`config.mk`:
```
export PLATFORM = sky130hd
export DESIGN_NAME = vc_pop_arbiter
export DESIGN_NICKNAME = d
export VERILOG_FILES = /design/src/rtl/vc_pop_arbiter.sv
export SDC_FILE = /design/constraint.sdc
export NUM_CORES = 1
export LEC_CHECK = 0
export CAP_MARGIN = 40
export CORE_MARGIN = 4
export CORE_UTILIZATION = 46
export CTS_CLUSTER_SIZE = 12
export DETAILED_ROUTE_END_ITERATION = 10
export DONT_BUFFER_PORTS = 1
export GPL_ROUTABILITY_DRIVEN = 1
export PLACE_DENSITY_LB_ADDON = 0.25
export SLEW_MARGIN = 20
export SYNTH_ARGS = -nofsm -noshare
export SYNTH_HDL_FRONTEND = slang
export SYNTH_SLANG_ARGS = --single-unit
```
`constraint.sdc`:
```
create_clock -name clk -period 2.2 [get_ports clk]
set_clock_uncertainty 0.1 [all_clocks]
set_input_delay 0.44 -clock clk [delete_from_list [all_inputs] [get_ports clk]]
set_output_delay 0.44 -clock clk [all_outputs]
set_load 0.1 [all_outputs]
```
`src/rtl/vc_pop_arbiter.sv`:
```
// Pop sequencer for the VC0/VC1 input FIFO pair: weighted round-robin (or VC0 strict priority
// when STRICT_PRIO_EN is defined), back-pressure gating and a two-stage forward to the dest FIFOs.
module vc_pop_arbiter #(
    parameter int unsigned DATA_W  = 10,
    parameter int unsigned WEIGHT0 = 3,
    parameter int unsigned WEIGHT1 = 1
) (
    input  logic              clk,
    input  logic              reset,
    input  logic              empty0,
    input  logic              empty1,
    input  logic [DATA_W-1:0] in0,
    input  logic [DATA_W-1:0] in1,
    input  logic              almost_full_d0,
    input  logic              almost_full_d1,
    input  logic              full_d0,
    input  logic              full_d1,
    output logic              pop0,
    output logic              pop1,
    output logic [DATA_W-1:0] out_data,
    output logic              push_d0,
    output logic              push_d1,
    output logic              active_vc,
    output logic              overflow_err
);

    localparam int unsigned DestBit = 8;
    localparam logic [3:0]  Weight0 = 4'(WEIGHT0);
    localparam logic [3:0]  Weight1 = 4'(WEIGHT1);

    typedef enum logic [1:0] {
        StIdle,
        StServe0,
        StServe1
    } state_e;

    state_e            state_q, state_d;
    logic [3:0]        burst_q, burst_d;
    logic              vld_q, vld_d;
    logic              sel_q, sel_d;
    logic [DATA_W-1:0] out_data_q, out_data_d;
    logic              push_d0_q, push_d0_d;
    logic              push_d1_q, push_d1_d;
    logic              overflow_q, overflow_d;

    logic              req0, req1, ok;
    logic              grant0, grant1;
    logic [3:0]        burst_inc;
    logic [DATA_W-1:0] cap_word;

    assign req0 = !empty0;
    assign req1 = !empty1;
    // Destination is unknown until the word is popped, so either almost-full stalls the pop.
    assign ok   = !almost_full_d0 && !almost_full_d1;

    always_comb begin
        state_d   = state_q;
        burst_d   = burst_q;
        grant0    = 1'b0;
        grant1    = 1'b0;
        burst_inc = (burst_q == 4'd15) ? 4'd15 : burst_q + 4'd1;
`ifdef STRICT_PRIO_EN
        burst_d = '0;
        if (ok) begin
            if (req0) begin
                grant0  = 1'b1;
                state_d = StServe0;
            end else if (req1) begin
                grant1  = 1'b1;
                state_d = StServe1;
            end else begin
                state_d = StIdle;
            end
        end
`else
        unique case (state_q)
            StIdle: begin
                burst_d = '0;
                if (req0) begin
                    state_d = StServe0;
                end else if (req1) begin
                    state_d = StServe1;
                end
            end
            StServe0: begin
                if (ok) begin
                    if (req0) begin
                        grant0  = 1'b1;
                        burst_d = burst_inc;
                        // Switch decision uses the count including this pop: no bubble.
                        if (req1 && (burst_inc >= Weight0)) begin
                            state_d = StServe1;
                            burst_d = '0;
                        end
                    end else begin
                        burst_d = '0;
                        state_d = req1 ? StServe1 : StIdle;
                    end
                end
            end
            StServe1: begin
                if (ok) begin
                    if (req1) begin
                        grant1  = 1'b1;
                        burst_d = burst_inc;
                        if (req0 && (burst_inc >= Weight1)) begin
                            state_d = StServe0;
                            burst_d = '0;
                        end
                    end else begin
                        burst_d = '0;
                        state_d = req0 ? StServe0 : StIdle;
                    end
                end
            end
            default: begin
                state_d = StIdle;
                burst_d = '0;
            end
        endcase
`endif
    end

    assign pop0      = grant0 && reset;
    assign pop1      = grant1 && reset;
    assign active_vc = (state_q == StServe1);

    // Stage 1 remembers which VC was popped; stage 2 captures its read data.
    always_comb begin
        vld_d      = pop0 || pop1;
        sel_d      = pop1;
        cap_word   = sel_q ? in1 : in0;
        out_data_d = vld_q ? cap_word : out_data_q;
        push_d0_d  = vld_q && !cap_word[DestBit];
        push_d1_d  = vld_q && cap_word[DestBit];
        overflow_d = overflow_q || (push_d0_q && full_d0) || (push_d1_q && full_d1);
    end

    always_ff @(posedge clk or negedge reset) begin
        if (!reset) begin
            state_q    <= StIdle;
            burst_q    <= '0;
            vld_q      <= 1'b0;
            sel_q      <= 1'b0;
            out_data_q <= '0;
            push_d0_q  <= 1'b0;
            push_d1_q  <= 1'b0;
            overflow_q <= 1'b0;
        end else begin
            state_q    <= state_d;
            burst_q    <= burst_d;
            vld_q      <= vld_d;
            sel_q      <= sel_d;
            out_data_q <= out_data_d;
            push_d0_q  <= push_d0_d;
            push_d1_q  <= push_d1_d;
            overflow_q <= overflow_d;
        end
    end

    assign out_data     = out_data_q;
    assign push_d0      = push_d0_q;
    assign push_d1      = push_d1_q;
    assign overflow_err = overflow_q;

endmodule
```
### Word level (Yosys, flattened, before mapping)

Cells that the tools add are included.

| storage, ports and cells | value |
|---|---|
| flip-flop bits (word level) | 21 |
| input port bits | 28 |
| output and inout port bits | 16 |

| cells by class | value |
|---|---|
| order comparisons | 2 |
| reduce and logical (&&, ||, !) cells | 20 |
| multiplexer cells | 26 |
| add/subtract/negate cells | 1 |
| equal/unequal tests | 8 |

Operators by type and width:

| operator | count |
|---|---|
| 2-to-1 mux 4 bit | 7 |
| 2-to-1 mux 2 bit | 9 |
| 2-to-1 mux 10 bit | 1 |
| logical AND 1 bit | 9 |
| one-hot mux 4 bit (2 select lines) | 1 |
| 2-to-1 mux 1 bit | 7 |
| != test 3 bit (second input constant) | 2 |
| one-hot mux 2 bit (3 select lines) | 1 |
| logical NOT 1 bit | 5 |
| AND reduction 5 bit | 1 |
| adder 4 x 1 -> 4 bit (second input constant) | 1 |
| == test 4 bit (second input constant) | 1 |
| greater-or-equal comparator 4 x 1 -> 1 bit (second input constant) | 1 |
| greater-or-equal comparator 4 x 2 -> 1 bit (second input constant) | 1 |
| logical OR 1 bit | 3 |
| != test 3 x 2 -> 1 bit (second input constant) | 1 |
| == test 2 x 1 -> 1 bit (second input constant) | 1 |
| == test 2 bit (second input constant) | 1 |
| logical NOT 2 bit | 1 |
| != test 2 x 1 -> 1 bit (second input constant) | 1 |
| != test 2 bit (second input constant) | 1 |
| AND reduction 2 bit | 1 |

### Longest topological paths before layout

Gate-level depths: netlist of the first run.

| depth | value |
|---|---|
| depth in word-level cells | 8 |
| gate-level depth with buffers | 7 |
| gate-level depth less buffers | 7 |

### Worst setup path before layout of the first run

OpenSTA, ideal clock, no wires.

| path | value |
|---|---|
| path type | register -> output |
| start | register state_q[0] |
| end | output port pop1 |
| arrival | 2.936 ns |
| buffers on the path | 0 |
| required time | 1.660 ns |
| stages on the path, launching flop included | 5 |
| path slack | -1.276 ns |
| cell sequence | dfrtp_1 inv_1 ha_1 nand2b_1 nor2_1 |

| on the way | value |
|---|---|
| cells in the longest elaborated chain, start to end | 3 |

RTL lines:

| element | RTL line | text |
|---|---|---|
| start, declared | 37 | `state_e state_q, state_d;` |
| start signal, assigned | 141 | `state_q <= StIdle;` |
| start signal, assigned | 150 | `state_q <= state_d;` |
| == test 2 bit | -- |  |
| via active_vc | 23 | `output logic active_vc,` |
| 2-to-1 mux 1 bit | 76 | `unique case (state_q)` |
| logical AND 1 bit | 125 | `assign pop1 = grant1 && reset;` |
| end, declared | 19 | `output logic pop1,` |

The timed path passes the listed nets, and every way through them passes these cells.

### Final worst setup path of the first run

| path | value |
|---|---|
| start | register state_q[1] |
| end | output port pop0 |

| on the way | value |
|---|---|
| cells in the longest elaborated chain, start to end | 3 |

RTL lines:

| element | RTL line | text |
|---|---|---|
| == test 2 x 1 -> 1 bit | 76 |  |
| 2-to-1 mux 1 bit | 76 |  |
| logical AND 1 bit | 124 | `assign pop0 = grant0 && reset;` |
| end, declared | 18 | `output logic pop0,` |

Every way passes these cells.

==> results.sh, run 1 <==
export IMPL_nets=166
export IMPL_setup_viol=0
export IMPL_reg2reg_to="state_q[1]$_DFFE_PN0P_"
export IMPL_drt_iter0_drc=25
export IMPL_p_comb_share_pct=60.9
export IMPL_yosysMostFrequentCell="dfrtp_1"
export IMPL_path_cells="inv_1, ha_1, nand2b_4, nor2_2, buf_6"
export IMPL_fin_ws_ns=0.1366
export IMPL_grt_setup_unrepaired="no"
export IMPL_grt_pass1_vias=817
export IMPL_switching_share_pct=57.55
export IMPL_rows=17
export IMPL_initial_utilization_pct=49.45
export IMPL_status="complete, no violations"
export IMPL_die_area_um2=3275
export IMPL_tightest_slew_ns=0.8908
export IMPL_crit_slowest_cell="dfrtp_1"
export IMPL_fin_area_um2=1355
export IMPL_numPortBuffers=0
export IMPL_max_slew_margin_rel_pct=40.61
export IMPL_grt_pass1_wl_mm=3.650
export IMPL_gp_congestion=0.9372
export IMPL_leakage_nw=0.5716
export IMPL_synth_warnings=0
export IMPL_htree_levels=1
export IMPL_cts_clk_slew_worst_paths_ns=0.10
export IMPL_netlist_area_um2=1115
export IMPL_r2r_start="burst_q[0]$_DFFE_PN0P_"
export IMPL_arrival_ns=1.52
export IMPL_viasPerCell=5.488
export IMPL_ys_types=29
export IMPL_yosys_area_top_type="dfrtp_1"
export IMPL_hold_class="in2reg"
export IMPL_post_cts_setup_buffers=0
export IMPL_antenna_found_initial=0
export IMPL_hold_viol=0
export IMPL_switchingPower_w=0.001188
export IMPL_die_h_um=57.23
export IMPL_cts_buffers=3
export IMPL_clock_path_buffers=2
export IMPL_ant_nets=0
export IMPL_crit_fanout=5
export IMPL_root_buffer="clkbuf_4"
export IMPL_die_w_um=57.23
export IMPL_r2r_worst_path_cells=6
export IMPL_pin_count=44
export IMPL_vias=878
export IMPL_finalSetupTns_ns=0
export IMPL_drive_above_1_share_pct=21.97
export IMPL_syn_nets=145
export IMPL_synthTopCellsByCount="dfrtp_1, a21oi_1, nor2_1"
export IMPL_cts_tree="done"
export IMPL_grt_ovfl_total=0
export IMPL_cts_sinks=21
export IMPL_drtPass1Iterations=4
export IMPL_diodes=0
export IMPL_fin_crit_sh_pct=93.79
export IMPL_max_freq_ghz=0.4846
export IMPL_power_frac_seq_pct=31.0
export IMPL_cap_viol_max_count=0
export IMPL_clock_latency_ns=0.28
export IMPL_worst_setup_path_start_kind="register"
export IMPL_synth_top_area_share_pct=47.14
export IMPL_drc=0
export IMPL_area_delta_synth_final_pct=21.55
export IMPL_endpoint_kind="output port"
export IMPL_synth_area_top_cells="dfrtp_1, mux2i_1, a21oi_1, nor2_1, ha_1"
export IMPL_synth_seq_cells=21
export IMPL_slew_viol_final=0
export IMPL_whs_ns=0.1962
export IMPL_crit_end="pop0"
export IMPL_synth_avg_cell_area_um2=9.954
export IMPL_fin_crit_ns=2.063
export IMPL_power_frac_clock_pct=8.1
export IMPL_synth_edf_count=0
export IMPL_core_um2=2255
export IMPL_synth_async_sr_flop_share_pct=100.0
export IMPL_totalWireLength_mm=2.279
export IMPL_intPower_w=0.0008759
export IMPL_synth_ff_type="dfrtp_1"
export IMPL_pre_cts_ws_ns=0.2981
export IMPL_worstPathRequired_ns=1.66
export IMPL_synthCells=112
export IMPL_grt_max_degree=22
export IMPL_placed_area_um2=1255
export IMPL_post_drt_wl_per_cell_um=14.24
export IMPL_r2r_slack_ns=0.26
export IMPL_ys_seq_area_share_pct=47.14
export IMPL_powerDensity_nw_per_um2=1523
export IMPL_ir_worst_vdd_v=0.0009195
export IMPL_gr_usage_all_layers_pct=14.31
export IMPL_critPathLaunch="state_q[1]$_DFFE_PN0P_"
export IMPL_worstSetupPathType="reg2out"
export IMPL_dp_hpwl_mm=1.799
export IMPL_slowest_delay_ns=0.44
-- what timing repair did --
| item | CTS | global route |
|---|---|---|
| gates resized for setup | 0 | 4 |
| endpoints found under the setup margin | 0 | 2 |
| hold endpoints to repair | 21 | 0 |
| hold buffers | 1 | 0 |
-- metal layers --
metal | track usage (%) | share of wire [%] | up-vias
li1 | - | - | 435
met1 | 17.16 | 42 | 404
met2 | 23.16 | 47 | 37
met3 | 4.525 | 9.9 | 2
met4 | 6.954 | 1.2 | 0
met5 | 0 | 0 | -
-- worst max-delay path: cells and delay by family, from the launching register on --
kind | cells | cell delay [ns]
fa+ha+maj | 1 | 0.26
simple gates | 2 | 0.21
buf+inv | 2 | 0.33
flops | 1 | 0.44
-- power by group through the flow --
| stage | Sequential [W] | Combinational [W] | Clock [W] |
|---|---|---|---|
| CTS | 0.000644 | 0.00124 | 0.000182 |
| global placement | 0.000648 | 0.00122 | 0 |
| floorplan | 0.00120 | 0.000438 | 0 |
| detailed placement | 0.000650 | 0.00123 | 0 |
| finish | 0.000639 | 0.00126 | 0.000168 |
| global route | 0.000654 | 0.00132 | 0.000207 |
-- cell usage in the layout (no fill, tap or decap), types with 2 or more instances in the layout --
cell	count
a21oi_1	18
ha_1	4
nand2_1	6
nor2b_1	2
buf_4	12
mux2i_1	10
o2bb2ai_1	2
buf_8	2
clkbuf_4	3
nor2_1	16
dfrtp_1	21
inv_1	6
nand3_1	2
o22ai_2	2
clkbuf_1	3
-- flip-flops by register name (all words and copies together), names as in the netlist --
signal,count
state_q,2
overflow_err,1
sel_q,1
burst_q,4
push_d0,1
push_d1,1
out_data,10
vld_q,1
-- per-stage QoR --
step / power [W] / std cells / utilization, %
after detailed placement: 0.001884 / 151 / 55.66
after CTS: 0.002069 / 156 / 57.27
after floorplan: 0.001642 / 112 / -
after global routing: 0.002180 / 160 / 60.10
after global placement: 0.001865 / 151 / 55.66
final: 0.002064 / 160 / 60.10
-- final cells by class --
type | instances | area, um^2
Timing Repair Buffer | 19 | 176.4
Fill cell | 196 | 899.6
Sequential cell | 21 | 525.5
Inverter | 6 | 22.52
Clock buffer | 4 | 26.28
Multi-Input combinational cell | 82 | 569.3
Tap cell | 28 | 35.03
-- how the worst min path moves through the flow --
stage,end,startpoint,cells past startpoint
4_1_cts,overflow_err$_DFF_PN0_,full_d1,1
3_5_place_dp,overflow_err$_DFF_PN0_,reset,0
3_3_place_gp,overflow_err$_DFF_PN0_,reset,0
6_report,overflow_err$_DFF_PN0_,full_d1,1
2_1_floorplan,burst_q[0]$_DFFE_PN0P_,reset,0
5_1_grt,overflow_err$_DFF_PN0_,full_d1,1
-- cells by family (layout without fill, tap and decap cells) --
logic type	count (synthesis)	in the layout	synth area share, %
AOI/OAI and AO/OA	31	31	19.53
buffers and inverters	9	29	3.142
and+or+nand+nor	36	36	15.60
DFF	21	21	47.14
adders and majority gates	5	5	5.612
muxes	10	10	8.979
No activity file was read; power rests on OpenSTA's default activity.
==> run 2: changes to the inputs <==
--- a/config.mk
+++ b/config.mk
@@ -6,8 +6,7 @@
 export NUM_CORES = 1
 export LEC_CHECK = 0
 export CAP_MARGIN = 40
-export CORE_MARGIN = 4
-export CORE_UTILIZATION = 46
+export CORE_UTILIZATION = 50
 export CTS_CLUSTER_SIZE = 12
 export DETAILED_ROUTE_END_ITERATION = 10
 export DONT_BUFFER_PORTS = 1
==> run 2 against run 1 <==
Sequential power down 0.6%; global-route usage up 3.3 points; cell count down 1.3%; largest cell class unchanged; highest routed layer is now met3.
==> results.sh, run 2 (synthesis results as in run 1) <==
export IMPL_drtPass1Iterations=2
export IMPL_powerDensity_nw_per_um2=1521
export IMPL_grt_ovfl_total=0
export IMPL_cap_viol_max_count=0
export IMPL_setup_viol=0
export IMPL_ir_worst_vdd_v=0.001039
export IMPL_largest_register_ff_count=10
export IMPL_die_w_um=49.22
export IMPL_grt_pass1_wl_mm=3.312
export IMPL_final_cell_mix="dfrtp_1, a21oi_1, nor2_1"
export IMPL_post_drt_wl_per_cell_um=13.60
export IMPL_grt_pass1_vias=782
export IMPL_slew_viol_final=0
export IMPL_hold_class="in2reg"
export IMPL_post_cts_setup_buffers=0
export IMPL_htree_levels=1
export IMPL_initial_utilization_pct=55.14
export IMPL_gp_congestion=0.8449
export IMPL_endpoint_kind="output port"
export IMPL_worstSetupPathType="reg2out"
export IMPL_leakage_nw=0.5675
export IMPL_gr_usage_all_layers_pct=17.58
export IMPL_core_um2=2022
export IMPL_root_buffer="clkbuf_4"
export IMPL_antenna_found_initial=0
export IMPL_dp_hpwl_mm=1.521
export IMPL_fin_crit_ns=2.077
export IMPL_arrival_ns=1.54
export IMPL_ant_nets=0
export IMPL_viasPerCell=5.475
export IMPL_n_fill_cell=164
export IMPL_area_delta_synth_final_pct=20.88
export IMPL_worst_setup_path_start_kind="register"
export IMPL_max_freq_ghz=0.4816
export IMPL_hold_viol=0
export IMPL_drc=0
export IMPL_fin_ws_ns=0.1234
export IMPL_drive_above_1_share_pct=22.90
export IMPL_vias=865
export IMPL_cts_tree="done"
export IMPL_stdcell_count=158
export IMPL_die_area_um2=2423
export IMPL_cts_buffers=3
export IMPL_totalWireLength_mm=2.149
export IMPL_rows=16
export IMPL_clock_latency_ns=0.30
export IMPL_numPortBuffers=0
export IMPL_worstPathRequired_ns=1.66
export IMPL_pre_cts_ws_ns=0.3128
export IMPL_drt_iter0_drc=4
export IMPL_grt_setup_unrepaired="no"
export IMPL_placedCellCount=149
export IMPL_pin_count=44
export IMPL_fin_crit_sh_pct=94.39
export IMPL_cts_sinks=21
export IMPL_total_power_w=0.002050
export IMPL_final_common_cell="dfrtp_1"
export IMPL_grt_max_degree=22
export IMPL_clock_path_buffers=2
export IMPL_status="complete, no violations"
export IMPL_tightest_slew_ns=0.9070
export IMPL_diodes=0
export IMPL_crit_fanout=5
export IMPL_finalSetupTns_ns=0
export IMPL_die_h_um=49.22
export IMPL_cts_clk_slew_worst_paths_ns=0.11
export IMPL_max_slew_margin_rel_pct=39.53
export IMPL_nets=165
==> run 2: changes by cell type in the layout (fill, tap and decap cells not counted), sizes merged <==
cell	change
clkinv	+1
buf	-2
==> run 2: final timing paths <==
kind | cells past startpoint | end | start | slack [ns]
worst min-delay path | 1 | overflow_err$_DFF_PN0_ | full_d1 | 0.18
worst min register to register | 2 | out_data[8]$_DFFE_PN0P_ | out_data[8]$_DFFE_PN0P_ | 0.42
min in group asynchronous | 1 | state_q[0]$_DFFE_PN0P_ | reset | 0.39
worst max register to register | 6 | state_q[1]$_DFFE_PN0P_ | burst_q[0]$_DFFE_PN0P_ | 0.31
worst max-delay path | 5 | pop1 | state_q[0]$_DFFE_PN0P_ | 0.12
max in group asynchronous | 2 | out_data[3]$_DFFE_PN0P_ | reset | 1.17
==> run 2: cell type report <==
class                   count  area (um^2)  area share [%]
well taps                  27        33.78           2.507
flip-flops and latches     21        525.5           39.00
repair buffers             18        166.4           12.35
clock buffers               3        22.52           1.671
inverters                   6        22.52           1.671
clock inverters             1        5.005          0.3714
multi-input cells          82        571.8           42.43
==> run 2: report_power, final <==
group / internal (W) / leakage (nW) / switching, W
Combinational: 0.000301 / 0.297 / 0.000938
Clock: 0.0000677 / 0.0177 / 0.000108
Sequential: 0.000495 / 0.253 / 0.000140
Total: 0.000864 / 0.567 / 0.00119
==> run 2: critical path, cell delays in order, from the launching register on <==
cell and delay, ns:
dfrtp_1 0.43, inv_1 0.10, ha_2 0.23, nand2b_2 0.13
nor2_4 0.14, buf_8 0.21
==> run 2: stage by stage <==
step	hold slack, ns	util (%)	cell area [um^2]
CTS	0.1721	63.68	1287
finish	0.1832	66.65	1348
detailed placement	0.04483	61.63	1246
floorplan	0.04441	-	1127
global route	0.1621	66.65	1348
global placement	0.04479	61.63	1246
==> run 2: per-layer routing <==
layer | vias to the layer above | part of all wire (%) | wire, um | track usage [%]
met5 | - | 0 | 0 | 0
met4 | 0 | 0 | 0 | 1.471
met3 | 0 | 4.5 | 97 | 4.984
met2 | 20 | 50 | 1069 | 30.14
met1 | 412 | 46 | 982 | 22.74
li1 | 433 | - | - | -
==> run 2: what timing repair did <==
action	in CTS	in global routing
gates resized for setup	1	4
hold buffers	1	0
cloned	0	0
endpoints found under the hold margin	21	0
setup endpoints to repair	1	2
pin swaps	0	0
==> run 3: changes to the inputs <==
--- a/config.mk
+++ b/config.mk
@@ -6,7 +6,7 @@
 export NUM_CORES = 1
 export LEC_CHECK = 0
 export CAP_MARGIN = 40
-export CORE_UTILIZATION = 50
+export CORE_UTILIZATION = 30
 export CTS_CLUSTER_SIZE = 12
 export DETAILED_ROUTE_END_ITERATION = 10
 export DONT_BUFFER_PORTS = 1
==> run 3 against run 2 <==
Combinational power grew 12%; cell count grew 15%; wire length grew 12%; flip-flop and latch count unchanged; design area rose by 7.8%; fmax is 0.66% higher; critical path depth unchanged; sequential power is 9.8% lower; clock power increased by 42%; global-route usage fell by 4.2 points; first-iteration DRC count grew to 6.3 times the previous value; largest power group unchanged.
==> results.sh, run 3 (synthesis results as in run 1) <==
export IMPL_grt_max_degree=22
export IMPL_stdcell_count=181
export IMPL_critPathBufInv=2
export IMPL_root_buffer="clkbuf_8"
export IMPL_arrival_ns=1.52
export IMPL_cts_buffers=3
export IMPL_pre_cts_ws_ns=0.2918
export IMPL_leakage_nw=0.6065
export IMPL_final_common_cell="dfrtp_1"
export IMPL_hp_start="full_d1"
export IMPL_drtPass1Iterations=4
export IMPL_drc=0
export IMPL_cap_viol_max_count=0
export IMPL_clock_path_buffers=2
export IMPL_setup_viol=0
export IMPL_powerDensity_nw_per_um2=1525
export IMPL_drive_above_1_share_pct=23.70
export IMPL_ir_worst_vdd_v=0.0003767
export IMPL_crit_family="flip-flops"
export IMPL_slew_viol_final=0
export IMPL_ant_nets=0
export IMPL_max_slew_margin_rel_pct=60.53
export IMPL_cts_sinks=21
export IMPL_fin_crit_sh_pct=93.77
export IMPL_die_w_um=62.96
export IMPL_tightest_slew_ns=0.5920
export IMPL_vias=876
export IMPL_status="complete, no violations"
export IMPL_gr_usage_all_layers_pct=13.38
export IMPL_r2r_worst_path_cells=6
export IMPL_path_cells="inv_1, ha_1, nand2b_4, nor2_2, buf_4"
export IMPL_placedCellCount=173
export IMPL_cts_tree="done"
export IMPL_n_fill_cell=342
export IMPL_antenna_found_initial=0
export IMPL_drt_iter0_drc=25
export IMPL_grt_pass1_wl_mm=4.077
export IMPL_slowest_delay_ns=0.43
export IMPL_whs_ns=0.2368
export IMPL_area_delta_synth_final_pct=30.30
export IMPL_grt_ovfl_total=0
export IMPL_endpoint_kind="output port"
export IMPL_max_freq_ghz=0.4847
export IMPL_die_h_um=62.96
export IMPL_crit_fanout=5
export IMPL_nets=169
export IMPL_hold_class="in2reg"
export IMPL_crit_slowest_cell="dfrtp_1"
export IMPL_totalWireLength_mm=2.400
export IMPL_worstPathRequired_ns=1.66
export IMPL_whs_endpoint="overflow_err$_DFF_PN0_"
export IMPL_r2r_slack_ns=0.31
export IMPL_reg2reg_to="state_q[0]$_DFFE_PN0P_"
export IMPL_worst_setup_path_start_kind="register"
export IMPL_htree_levels=1
export IMPL_gp_congestion=0.9277
export IMPL_initial_utilization_pct=32.39
export IMPL_pin_count=44
export IMPL_clock_latency_ns=0.26
export IMPL_hold_viol=0
export IMPL_rows=21
export IMPL_cts_clk_slew_worst_paths_ns=0.07
export IMPL_fin_ws_ns=0.1370
export IMPL_post_cts_setup_buffers=0
export IMPL_diodes=0
export IMPL_fin_crit_ns=2.063
export IMPL_numPortBuffers=0
export IMPL_whs_path_depth=1
export IMPL_post_drt_wl_per_cell_um=13.26
export IMPL_worstSetupPathType="reg2out"
export IMPL_r2r_start="burst_q[0]$_DFFE_PN0P_"
export IMPL_viasPerCell=4.840
export IMPL_grt_pass1_vias=866
export IMPL_grt_setup_unrepaired="no"
export IMPL_core_um2=3442
export IMPL_dp_hpwl_mm=1.816
export IMPL_die_area_um2=3964
export IMPL_final_cell_mix="dfrtp_1, a21oi_1, nor2_1"
export IMPL_post_route_util_pct=42.20
export IMPL_largest_register_ff_count=10
[run 3: timing repair]
action / in CTS / in global routing
endpoints found under the hold margin: 21 / 0
gates resized for setup: 0 / 3
hold buffers: 1 / 0
endpoints found under the setup margin: 0 / 1
[run 3: cell type report]
| class | count | area, um^2 | area share [%] |
|---|---|---|---|
| timing repair buffer | 22 | 231.5 | 15.93 |
| inverter | 6 | 22.52 | 1.550 |
| sequential | 21 | 525.5 | 36.18 |
| clock inverter | 1 | 5.005 | 0.3445 |
| tap | 46 | 57.56 | 3.962 |
| clock buffer | 3 | 41.29 | 2.842 |
| multi-input combinational | 82 | 569.3 | 39.19 |
[run 3: report_power, final]
part           internal, W  switching [W]
sequential        0.000497      0.0000756
clock             0.000126       0.000124
combinational     0.000366        0.00103
[run 3: per-layer routing]
layer | vias up | routed length [um] | global-route usage (%)
met1 | 390 | 1071 | 16.84
li1 | 440 | - | -
met4 | 0 | 29 | 6.105
met5 | - | 0 | 0
met3 | 2 | 197 | 3.102
met2 | 44 | 1103 | 21.51
[run 3: worst max-delay path by stage]
stage / cells after the start / slack, ns / to / startpoint
after floorplan: 4 / -0.17 / pop1 / state_q[0]$_DFFE_PN0P_
after global routing: 5 / 0.02 / pop0 / state_q[1]$_DFFE_PN0P_
after detailed placement: 6 / 0.29 / state_q[0]$_DFFE_PN0P_ / burst_q[0]$_DFFE_PN0P_
after CTS: 5 / 0.02 / pop1 / state_q[0]$_DFFE_PN0P_
final: 5 / 0.14 / pop0 / state_q[1]$_DFFE_PN0P_
after global placement: 5 / 0.33 / pop1 / state_q[0]$_DFFE_PN0P_
[run 3: stage by stage]
step / power, W / setup TNS [ns] / cell area [um^2]
global placement: 0.001863 / 0 / 1277
finish: 0.002215 / 0 / 1453
detailed placement: 0.001895 / 0 / 1340
floorplan: 0.001642 / -0.1737 / 1127
global route: 0.002346 / 0 / 1453
CTS: 0.002160 / 0 / 1396
